$ cat config.mk
export PLATFORM = sky130hd
export DESIGN_NAME = soc_mem_arbiter
export DESIGN_NICKNAME = d
export VERILOG_FILES = /design/src/rtl/soc_mem_pkg.sv /design/src/rtl/soc_mem_arb_pick.sv /design/src/rtl/soc_mem_arbiter.sv
export SDC_FILE = /design/constraint.sdc
export NUM_CORES = 1
export LEC_CHECK = 0
export BUFFER_PORTS_ARGS = -buffer_cell sky130_fd_sc_hd__buf_2
export CORE_AREA = 2 2 119 121
export DETAILED_ROUTE_END_ITERATION = 8
export DIE_AREA = 0 0 121 123
export HOLD_SLACK_MARGIN = 0.1
export PLACE_DENSITY_LB_ADDON = 0.25
export SYNTH_ARGS = -nofsm -noshare
export SYNTH_HDL_FRONTEND = slang
export SYNTH_SLANG_ARGS = --single-unit
$ cat constraint.sdc
create_clock -name clk -period 2 [get_ports clk]
set_input_delay 0.3 -clock clk [delete_from_list [all_inputs] [get_ports clk]]
set_output_delay 0.3 -clock clk [all_outputs]
set_load 0.05 [all_outputs]
$ cat src/rtl/soc_mem_pkg.sv
// Shared constants and encodings for the SoC SRAM arbiter (soc_mem_arbiter).
// Optional round-robin arbitration is enabled with `define SOC_MEM_ARB_RR_EN.
package soc_mem_pkg;

    localparam int WORDS_DEFAULT  = 16;
    localparam int MEM_AW_DEFAULT = 22;

    // Requester indices into the req/gnt vectors.
    localparam int REQ_M0 = 0;  // instruction fetch
    localparam int REQ_M1 = 1;  // data / LSU

    typedef enum logic {
        IDLE = 1'b0,
        RESP = 1'b1
    } resp_state_e;

endpackage

$ cat src/rtl/soc_mem_arb_pick.sv
// Two-way request picker producing a one-hot grant.
// SOC_MEM_ARB_RR_EN selects round-robin; otherwise m1 has fixed priority.
module soc_mem_arb_pick
    import soc_mem_pkg::*;
(
    input  logic [1:0] req,
    input  logic       last_grant,
    output logic [1:0] gnt
);

`ifdef SOC_MEM_ARB_RR_EN
    always_comb begin
        gnt = '0;
        if (&req) begin
            // Conflict: hand the grant to whoever did not win last time.
            if (last_grant == 1'(REQ_M1)) gnt[REQ_M0] = 1'b1;
            else                          gnt[REQ_M1] = 1'b1;
        end else begin
            gnt = req;
        end
    end
`else
    logic unused_last_grant;
    assign unused_last_grant = last_grant;

    always_comb begin
        gnt = '0;
        if (req[REQ_M1]) gnt[REQ_M1] = 1'b1;
        else             gnt[REQ_M0] = req[REQ_M0];
    end
`endif

endmodule

$ cat src/rtl/soc_mem_arbiter.sv
// Shares one single-port SRAM between Ibex fetch (m0) and LSU (m1), with bounds checking.
// Define SOC_MEM_ARB_RR_EN for round-robin arbitration; default is fixed m1 priority.
module soc_mem_arbiter
    import soc_mem_pkg::*;
#(
    parameter int WORDS  = WORDS_DEFAULT,
    parameter int MEM_AW = MEM_AW_DEFAULT
) (
    input  logic              clk,
    input  logic              resetn,
    input  logic              m0_req,
    input  logic              m0_we,
    input  logic [3:0]        m0_be,
    input  logic [31:0]       m0_addr,
    input  logic [31:0]       m0_wdata,
    output logic              m0_gnt,
    output logic              m0_rvalid,
    output logic [31:0]       m0_rdata,
    output logic              m0_err,
    input  logic              m1_req,
    input  logic              m1_we,
    input  logic [3:0]        m1_be,
    input  logic [31:0]       m1_addr,
    input  logic [31:0]       m1_wdata,
    output logic              m1_gnt,
    output logic              m1_rvalid,
    output logic [31:0]       m1_rdata,
    output logic              m1_err,
    output logic              mem_ena,
    output logic [3:0]        mem_wen,
    output logic [MEM_AW-1:0] mem_addr,
    output logic [31:0]       mem_wdata,
    input  logic [31:0]       mem_rdata
);

    logic [1:0]  req, pick_gnt, gnt;
    logic        last_grant;
    logic        any_gnt, in_range;
    logic        sel_we;
    logic [3:0]  sel_be;
    logic [29:0] sel_word;
    logic [31:0] sel_wdata;

    resp_state_e state_q, state_d;
    logic [1:0]  owner_q, owner_d;
    logic        we_q, we_d;
    logic        err_q, err_d;
    logic        rd_ok;

    logic unused_addr_lsbs;
    assign unused_addr_lsbs = ^{m0_addr[1:0], m1_addr[1:0]};

    assign req = {m1_req, m0_req};

    soc_mem_arb_pick u_pick (
        .req        (req),
        .last_grant (last_grant),
        .gnt        (pick_gnt)
    );

    // Nothing may be granted while reset is held, even with requests pending.
    assign gnt     = pick_gnt & {2{resetn}};
    assign any_gnt = |gnt;
    assign m0_gnt  = gnt[REQ_M0];
    assign m1_gnt  = gnt[REQ_M1];

    always_comb begin
        sel_we    = m0_we;
        sel_be    = m0_be;
        sel_word  = m0_addr[31:2];
        sel_wdata = m0_wdata;
        if (gnt[REQ_M1]) begin
            sel_we    = m1_we;
            sel_be    = m1_be;
            sel_word  = m1_addr[31:2];
            sel_wdata = m1_wdata;
        end
        // Full-width compare so high addresses cannot alias into the SRAM.
        in_range = {2'b00, sel_word} < 32'(WORDS);

        mem_ena   = 1'b0;
        mem_wen   = 4'b0000;
        mem_addr  = '0;
        mem_wdata = '0;
        if (any_gnt) begin
            mem_addr  = sel_word[MEM_AW-1:0];
            mem_wdata = sel_wdata;
            if (in_range) begin
                mem_ena = 1'b1;
                mem_wen = sel_we ? sel_be : 4'b0000;
            end
        end
    end

    always_comb begin
        state_d = IDLE;
        owner_d = gnt;
        we_d    = any_gnt & sel_we;
        err_d   = any_gnt & ~in_range;
        if (any_gnt) state_d = RESP;
    end

    always_ff @(posedge clk or negedge resetn) begin
        if (!resetn) begin
            state_q <= IDLE;
            owner_q <= '0;
            we_q    <= 1'b0;
            err_q   <= 1'b0;
        end else begin
            state_q <= state_d;
            owner_q <= owner_d;
            we_q    <= we_d;
            err_q   <= err_d;
        end
    end

`ifdef SOC_MEM_ARB_RR_EN
    logic last_grant_q, last_grant_d;

    always_comb begin
        last_grant_d = last_grant_q;
        if (gnt[REQ_M1])      last_grant_d = 1'(REQ_M1);
        else if (gnt[REQ_M0]) last_grant_d = 1'(REQ_M0);
    end

    // Reset to m1 so m0 wins the first conflict.
    always_ff @(posedge clk or negedge resetn) begin
        if (!resetn) last_grant_q <= 1'(REQ_M1);
        else         last_grant_q <= last_grant_d;
    end

    assign last_grant = last_grant_q;
`else
    assign last_grant = 1'(REQ_M1);
`endif

    // Only in-range reads return SRAM data; writes and errors return zero.
    assign rd_ok     = (state_q == RESP) & ~we_q & ~err_q;
    assign m0_rvalid = (state_q == RESP) & owner_q[REQ_M0];
    assign m1_rvalid = (state_q == RESP) & owner_q[REQ_M1];
    assign m0_rdata  = (m0_rvalid & rd_ok) ? mem_rdata : '0;
    assign m1_rdata  = (m1_rvalid & rd_ok) ? mem_rdata : '0;
    assign m0_err    = m0_rvalid & err_q;
    assign m1_err    = m1_rvalid & err_q;

endmodule

==> impl_results.md, run 1 <==
- Worst-margin pin slew: 381.0 ps
- Mean Syn Cell Area: 5.493 sq um
- Grt ovf: 0
- Vias per Instance: 4.141
- CTS root buf: clkbuf_16
- Tmin final: 1967 ps
- Hpwl dp: 9303 um
- Worst Setup Path Type: in -> out
- Vias in the first global route: 3179
- Flops & latches, synth: 5
- Die W: 121 um
- Area delta synth->final: 145.4%
- PwrDens: 319.4 nW/um^2
- Synth cell types: 23
- Total Wirelength: 10750 um
- RSZ-0062 raised after global routing: yes
- Worst-path clk slew: 30 ps
- WHS: 359.7 ps
- GP Congestion: 0.7894
- Hold WC Path Type: in -> reg
- Combinational power share: 67.9%
- Max Slew Vio Count: 0
- Clock sink count: 5
- Synth area leaders: nand2_1, and2_1, a21oi_1
- Final period util: 98.34%
- Post-synth top flop: dfrtp_1
- Clk pwr share: 23.9%
- Relative max-transition margin: 73.87%
- Hold Vio Cnt, Final: 0
- Height of the die: 123 um
- Ys Warns: 0
- Synthesized instance count: 315
- DR WL/cell: 13.54 um
- Most frequent cells in the layout: buf_2, nand2_1, and2_2
- Post-Syn Area: 1730 sq um
- Sequential power share: 8.2%
- I/O pin cnt: 303
- Antenna-violating nets left: 0
- First-pass GRT wire length: 15480 um
- DR vias: 3288
- Max Cap Violations: 0
- Die ar.: 14880 sq um
- CP arrival: 1670 ps
- WP buf/inv: 2
- CP Capture Type: output port
- Net count after synthesis: 489
- Sw Share: 49.99%
- Int Pwr: 0.6784 mW
- Delay-heaviest family, CP: compound AO/OA/AOI/OAI gates
- Total chip power: 1.357 mW
- # nets final: 788
- Port Buffer Count: 298
- Pre-antenna DRT Iters: 4
- Row count: 43
- Core area: 13610 sq um
- CP max-delay cell: a2111oi_4
- Crit-path max FO: 5
- CTS Buf Count: 3
- Critical Path RT: 1700 ps
- Fraction of layout instances using a drive strength above 1: 75.37%
- Iteration-0 DRC Markers: 75
- Post-synthesis sequential area ratio: 7.231%
- Post-synth top area share: 26.46%
- Fmax: 508.4 MHz
- Peak supply drop: 192.4 uV
- H-tree Lvls: 1
- CTS tree: done
- Starting Density: 12.71%
- Commonest non-fill, non-tap cell in the layout: buf_2
- Crit start category: primary input
- All-Layer GR Usage: 12.88%
- Leak pwr: 2.320 nW
- Status: completed
- FFs w/ async S/R, synth: 100.0%
- Clock Tree Buf Depth: 2
- Synth area leader: nand2_1
- P_sw: 0.6781 mW
- Number of enable flip-flop cells after synthesis: 0
- Initial antenna violation count: 2
- Largest net degree at the start of global routing: 58
- Crit-path max cell delay: 380 ps
- Crit path cell chain: buf_6 > nor4_4 > nand3_2 > a21o_4 > a2111oi_4 > buf_12
- DRC Markers: 0
- Setup-failing EPs final: 0
## final cells by class
| type | count | area [sq um] |
|---|---|---|
| fill | 1498 | 9365 |
| multi-input combinational | 283 | 1993 |
| timing repair buffer | 319 | 1814 |
| tap | 180 | 225.2 |
| sequential | 5 | 125.1 |
| clock buffer | 4 | 78.83 |
| inverter | 2 | 7.507 |
| antenna | 1 | 2.502 |
## synth_stat cells, types with 2 or more instances
cell	instances
nand2_1	122
nor4_1	4
a2111oi_2	4
buf_2	6
inv_2	2
buf_1	7
nand3_1	6
and3_1	3
nor3b_1	2
nand4_1	2
a31oi_1	2
a21oi_1	56
nor4_2	6
nor2_1	3
and2_1	66
dfrtp_1	5
clkbuf_1	12
nor4_4	2
## final timing paths
kind,depth (start not counted),startpoint,to
max,6,m1_addr[16],mem_wen[3]
min,3,m0_req,owner_q[0]$_DFF_PN0_
max in group asynchronous,3,resetn,owner_q[0]$_DFF_PN0_
min in group asynchronous,3,resetn,owner_q[1]$_DFF_PN0_
## repair_timing
| action | 4_1_cts | 5_1_grt |
|---|---|---|
| endpoints found under the hold margin | 5 | 0 |
| gates resized for setup | 24 | 17 |
| setup endpoints to repair | 5 | 34 |
| setup buffers | 2 | 0 |
| hold buffers | 1 | 0 |
| cloned | 0 | 0 |
| pin swaps | 12 | 4 |
## kinds of logic after synthesis
| logic type | Yosys count | synth area share (%) |
|---|---|---|
| AOI/OAI and AO/OA | 64 | 21.11 |
| and+or+nand+nor | 217 | 63.92 |
| buffers and inverters | 27 | 6.291 |
| DFF | 5 | 7.231 |
| muxes | 2 | 1.446 |
## flip-flops by register name, indices dropped and copies added (netlist names)
name and cells:
err_q 1, we_q 1, state_q 1, owner_q 2
## power groups by stage
| stage | Sequential, mW | Clock, mW | Combinational (mW) |
|---|---|---|---|
| global placement | 0.113 | 0 | 0.882 |
| CTS | 0.112 | 0.329 | 0.914 |
| finish | 0.112 | 0.324 | 0.921 |
| floorplan | 0.111 | 0 | 0.543 |
| detailed placement | 0.113 | 0 | 0.891 |
| global route | 0.113 | 0.336 | 0.982 |
## metrics by stage
step	instances	setup TNS (ps)	worst slack, ps	util, %	cell area, sq um
global placement	786	-944.2	-207.0	28.93	3938
global route	794	-138.2	-42.88	31.20	4247
floorplan	315	-129.9	-67.14	-	2112
detailed placement	786	-992.9	-228.0	28.93	3938
CTS	793	-22.45	-22.45	30.56	4160
finish	794	0	33.21	31.20	4247
## per-layer routing
layer	vias to the layer above	wire length [um]	global-route usage [%]
li1	1634	-	-
met2	182	5885	26.58
met4	0	39	2.253
met1	1468	3808	13.33
met3	4	1019	2.583
met5	-	0	0
Power figures use the tool's default switching activity.
==> inputs of run 2 (changes only) <==
--- a/config.mk
+++ b/config.mk
@@ -10,6 +10,7 @@
 export DETAILED_ROUTE_END_ITERATION = 8
 export DIE_AREA = 0 0 121 123
 export HOLD_SLACK_MARGIN = 0.1
+export MAX_ROUTING_LAYER = met4
 export PLACE_DENSITY_LB_ADDON = 0.25
 export SYNTH_ARGS = -nofsm -noshare
 export SYNTH_HDL_FRONTEND = slang
==> constraint.sdc (replaced) <==
create_clock -name clk -period 2.2 [get_ports clk]
set_input_delay 0 -clock clk [delete_from_list [all_inputs] [get_ports clk]]
set_output_delay 0 -clock clk [all_outputs]
set_load 0.05 [all_outputs]
==> run 2 against run 1 <==
Sequential power decreased by 9%. Global-route usage decreased by 1.4 points. Count of clock-buffer cells in the layout unchanged. Setup slack improved by 320 ps. Via count down 3.1%. Final cell count fell by 1.0%. Combinational power is 21% lower. Critical path depth is 1 higher. Cell area down 16%. Largest power group unchanged. Critical endpoint is now mem_wen[1].
==> impl_results.md, run 2 (same netlist as run 1, synthesis figures left out) <==
- Hpwl dp: 8129 um
- Worst slack at placement: 502.0 ps
- Grt ovf: 0
- Max Slew Vio Count: 0
- Iteration-0 DRC Markers: 172
- Total Wirelength: 9689 um
- Combinational power share: 64.7%
- Tmin final: 1842 ps
- Beginning of the worst hold path: m0_we
- RSZ-0062 raised after global routing: no
- Status: completed
- CTS resizes: 0
- Clock Tree Buf Depth: 2
- Worst-margin pin slew: 692.3 ps
- Antenna diodes: 0
- Layout fillers: 1594
- Sequential power share: 9.0%
- Worst Setup Path Type: in -> out
- Core Util, Final: 26.16%
- Core area: 13610 sq um
- Setup-failing EPs final: 0
- Largest Register: owner_q
- DRC Markers: 0
- Clk pwr share: 26.3%
- Final Instance Area: 3561 sq um
- Crit start category: primary input
- Row count: 43
- Total chip power: 1.127 mW
- PwrDens: 316.4 nW/um^2
- DP Cell Count: 779
- Most frequent cells in the layout: buf_2, nand2_1, and2_1
- Peak supply drop: 167.7 uV
- Hold WC Path Type: in -> reg
- Int Pwr: 0.5679 mW
- Commonest non-fill, non-tap cell in the layout: buf_2
- Area delta synth->final: 105.8%
- Die W: 121 um
- Height of the die: 123 um
- # nets final: 781
- I/O pin cnt: 303
- CP arrival: 1840 ps
- Fraction of layout instances using a drive strength above 1: 54.62%
- CP Capture Type: output port
- P_sw: 0.5587 mW
- Vias per Instance: 4.055
- Leak pwr: 2.155 nW
- Worst hold path depth: 3
- First-pass GRT wire length: 13210 um
- Pre-antenna DRT Iters: 4
- Die ar.: 14880 sq um
- Initial antenna violation count: 0
- Fin cells: 786
- Starting Density: 12.71%
- DR WL/cell: 12.33 um
- Total negative slack: 0 ps
- Setup ws final: 358.0 ps
- Relative max-transition margin: 53.63%
- Worst-path clk slew: 30 ps
- CTS Buf Count: 3
- Hold EP: we_q$_DFF_PN0_
- Area after DPL: 3452 sq um
- Clock sink count: 5
- Fmax: 542.9 MHz
- Sw Share: 49.59%
- Port Buffer Count: 298
- GP Congestion: 0.7478
- Hold Vio Cnt, Final: 0
- Antenna-violating nets left: 0
- H-tree Lvls: 1
- Critical Path RT: 2200 ps
- Vias in the first global route: 2539
- CTS tree: done
- All-Layer GR Usage: 11.47%
- Max Cap Violations: 0
- Largest net degree at the start of global routing: 33
- Final period util: 83.73%
- WHS: 86.82 ps
- Crit-path max FO: 7
- DR vias: 3187
- CTS root buf: clkbuf_16
- Max FFs per register: 2
## run 2: metal layers
metal | global-route usage [%] | share of wire, %
met1 | 14.08 | 41
met2 | 19.77 | 50
met3 | 1.614 | 8.2
met4 | 3.052 | 0.90
met5 | - | 0
## run 2: worst max-delay path, stage by stage
cell and delay (ps):
buf_2 100, dlygate4sd3_1 550, buf_4 160, o21ai_4 90
a21o_1 280, a2111oi_2 320, buf_2 330
## run 2: timing repair
action / in CTS / in global routing
buffers inserted: 0 / 0
hold endpoints to repair: 6 / 0
hold buffers: 3 / 0
setup endpoints to repair: 0 / 0
## run 2: power groups by stage
stage	logic, mW	registers (mW)	clock network (mW)
after floorplan	0.440	0.101	0
after global placement	0.732	0.103	0
after detailed placement	0.731	0.103	0
after CTS	0.737	0.102	0.305
after global routing	0.782	0.103	0.311
final	0.729	0.102	0.296
## run 2: area by class of cell
class                   count  area, sq um  area share [%]
repair buffers            312         1604           45.05
multi-input cells         283         1520           42.69
well taps                 180        225.2           6.325
flip-flops and latches      5        125.1           3.514
clock buffers               4        78.83           2.214
inverters                   2        7.507          0.2108
## run 2: how the worst max path moves through the flow
stage / start / end / slack [ps] / depth (start not counted)
final: resetn / mem_wen[1] / 360 / 7
after global routing: state_q$_DFF_PN0_ / m1_rdata[25] / 150 / 5
after CTS: state_q$_DFF_PN0_ / m1_rdata[0] / 320 / 5
after detailed placement: m1_req / mem_wen[1] / 500 / 7
after global placement: m1_req / mem_wen[1] / 480 / 7
after floorplan: state_q$_DFF_PN0_ / m1_rdata[10] / 350 / 4
==> inputs of run 3 (changes only) <==
==> constraint.sdc (replaced) <==
create_clock -name clk -period 1.6 [get_ports clk]
set_input_delay 0 -clock clk [delete_from_list [all_inputs] [get_ports clk]]
set_output_delay 0 -clock clk [all_outputs]
set_load 0.05 [all_outputs]
==> run 3 against run 2 <==
Critical path depth decreased by 2. Setup slack got worse by 300 ps. Final cell count up 1.1%. Cell area grew 13%. Count of clock-buffer cells in the layout stayed put. Clock power increased by 41%. First-iteration DRC count down 49%.
==> impl_results.md, run 3 (same netlist as run 1, synthesis figures left out) <==
- DR vias: 3246
- Iteration-0 DRC Markers: 87
- CP arrival: 1540 ps
- Hpwl dp: 8373 um
- Relative max-transition margin: 74.19%
- Worst Setup Path Type: reg -> out
- PwrDens: 403.5 nW/um^2
- Hold Vio Cnt, Final: 0
- Critical Path RT: 1600 ps
- Fraction of layout instances using a drive strength above 1: 67.15%
- Antenna diodes: 0
- Total chip power: 1.628 mW
- Antenna-violating nets left: 0
- Starting Density: 12.71%
- Clk pwr share: 25.6%
- CTS Buf Count: 3
- Fmax: 648.6 MHz
- Max Slew Vio Count: 0
- Core area: 13610 sq um
- Largest net degree at the start of global routing: 33
- Combinational power share: 65.7%
- Peak supply drop: 243.8 uV
- H-tree Lvls: 1
- Initial antenna violation count: 0
- First-pass GRT wire length: 14390 um
- Area delta synth->final: 133.1%
- I/O pin cnt: 303
- RSZ-0062 raised after global routing: yes
- Row count: 43
- Total Wirelength: 10190 um
- Clock sink count: 5
- WHS: 100.5 ps
- Core Util, Final: 29.64%
- Vias per Instance: 4.083
- DRC Markers: 0
- Crit-path max FO: 32
- Area after DPL: 3684 sq um
- Status: completed
- Crit path cell chain: and2_2 > nor3b_2 > buf_12 > and2_2 > clkbuf_4
- Crit start category: flip-flop
- CTS root buf: clkbuf_16
- Max Cap Violations: 0
- P_sw: 0.8034 mW
- Final period util: 96.36%
- Pre-antenna DRT Iters: 4
- Die W: 121 um
- Most frequent CP cell: and2_2
- # nets final: 790
- Max FFs per register: 2
- GP Congestion: 0.7318
- Most frequent cells in the layout: buf_2, nand2_1, and2_2
- Leak pwr: 2.244 nW
- Die ar.: 14880 sq um
- Clock Tree Buf Depth: 2
- Int Pwr: 0.8243 mW
- Tmin final: 1542 ps
- Grt ovf: 0
- Vias in the first global route: 2951
- Crit-path max cell delay: 360 ps
- CP max-delay cell: dfrtp_1
- Setup-failing EPs final: 0
- Final Instance Area: 4034 sq um
- Height of the die: 123 um
- Sequential power share: 8.7%
- Layout fillers: 1528
- CTS tree: done
- Commonest non-fill, non-tap cell in the layout: buf_2
- Sw Share: 49.36%
- All-Layer GR Usage: 12.28%
- Worst-margin pin slew: 383.6 ps
- Hold WC Path Type: in -> reg
- Largest Register: owner_q
- DR WL/cell: 12.82 um
- Port Buffer Count: 298
- Worst-path clk slew: 30 ps
- CP Capture Type: output port
-- run 3: area by class of cell --
class	count	area (sq um)	area share (%)
sequential	5	125.1	3.102
inverter	2	7.507	0.1861
tap	180	225.2	5.583
timing repair buffer	321	1901	47.12
multi-input combinational	283	1697	42.06
clock buffer	4	78.83	1.954
-- run 3: path summary, 6_finish.rpt --
check | from | end | slack [ps] | depth (start not counted)
setup / recovery | state_q$_DFF_PN0_ | m0_rdata[20] | 60 | 5
hold / removal | m0_we | we_q$_DFF_PN0_ | 100 | 3
max in group asynchronous | resetn | we_q$_DFF_PN0_ | 1090 | 3
min in group asynchronous | resetn | owner_q[0]$_DFF_PN0_ | 310 | 3
-- run 3: repair_timing --
item	in CTS	in global routing
gates cloned	0	0
endpoints found under the hold margin	6	0
setup buffers	0	0
hold buffers	3	0
endpoints found under the setup margin	6	69
resized for setup	7	105
-- run 3: power by group through the flow --
stage | Combinational (mW) | Clock (mW) | Sequential (mW)
2_1_floorplan | 0.621 | 0 | 0.139
3_3_place_gp | 1.05 | 0 | 0.142
3_5_place_dp | 1.05 | 0 | 0.141
4_1_cts | 1.06 | 0.419 | 0.140
5_1_grt | 1.15 | 0.436 | 0.142
6_report | 1.07 | 0.417 | 0.141
-- run 3: metrics by stage --
| step | instances | setup slack, ps | TNS (ps) |
|---|---|---|---|
| 2_1_floorplan | 315 | -233.7 | -1151 |
| 6_report | 795 | 58.27 | 0 |
| 5_1_grt | 795 | -21.41 | -254.4 |
| 4_1_cts | 795 | 11.73 | 0 |
| 3_3_place_gp | 788 | -56.30 | -211.6 |
| 3_5_place_dp | 788 | -68.75 | -294.7 |
-- run 3: metal layers --
layer  GRT usage [%]  wire length [um]  up-vias
li1                -                 -     1640
met1           14.48              4043     1428
met2           22.65              5208      174
met3           2.076               903        4
met4           1.163                38        0
met5               -                 0        -
-- run 3: worst max-delay path: cells and delay by family (launching register included) --
family	cells	cell delay [ps]
DFF	1	360
and+or+nand+nor	3	540
buffers and inverters	2	410
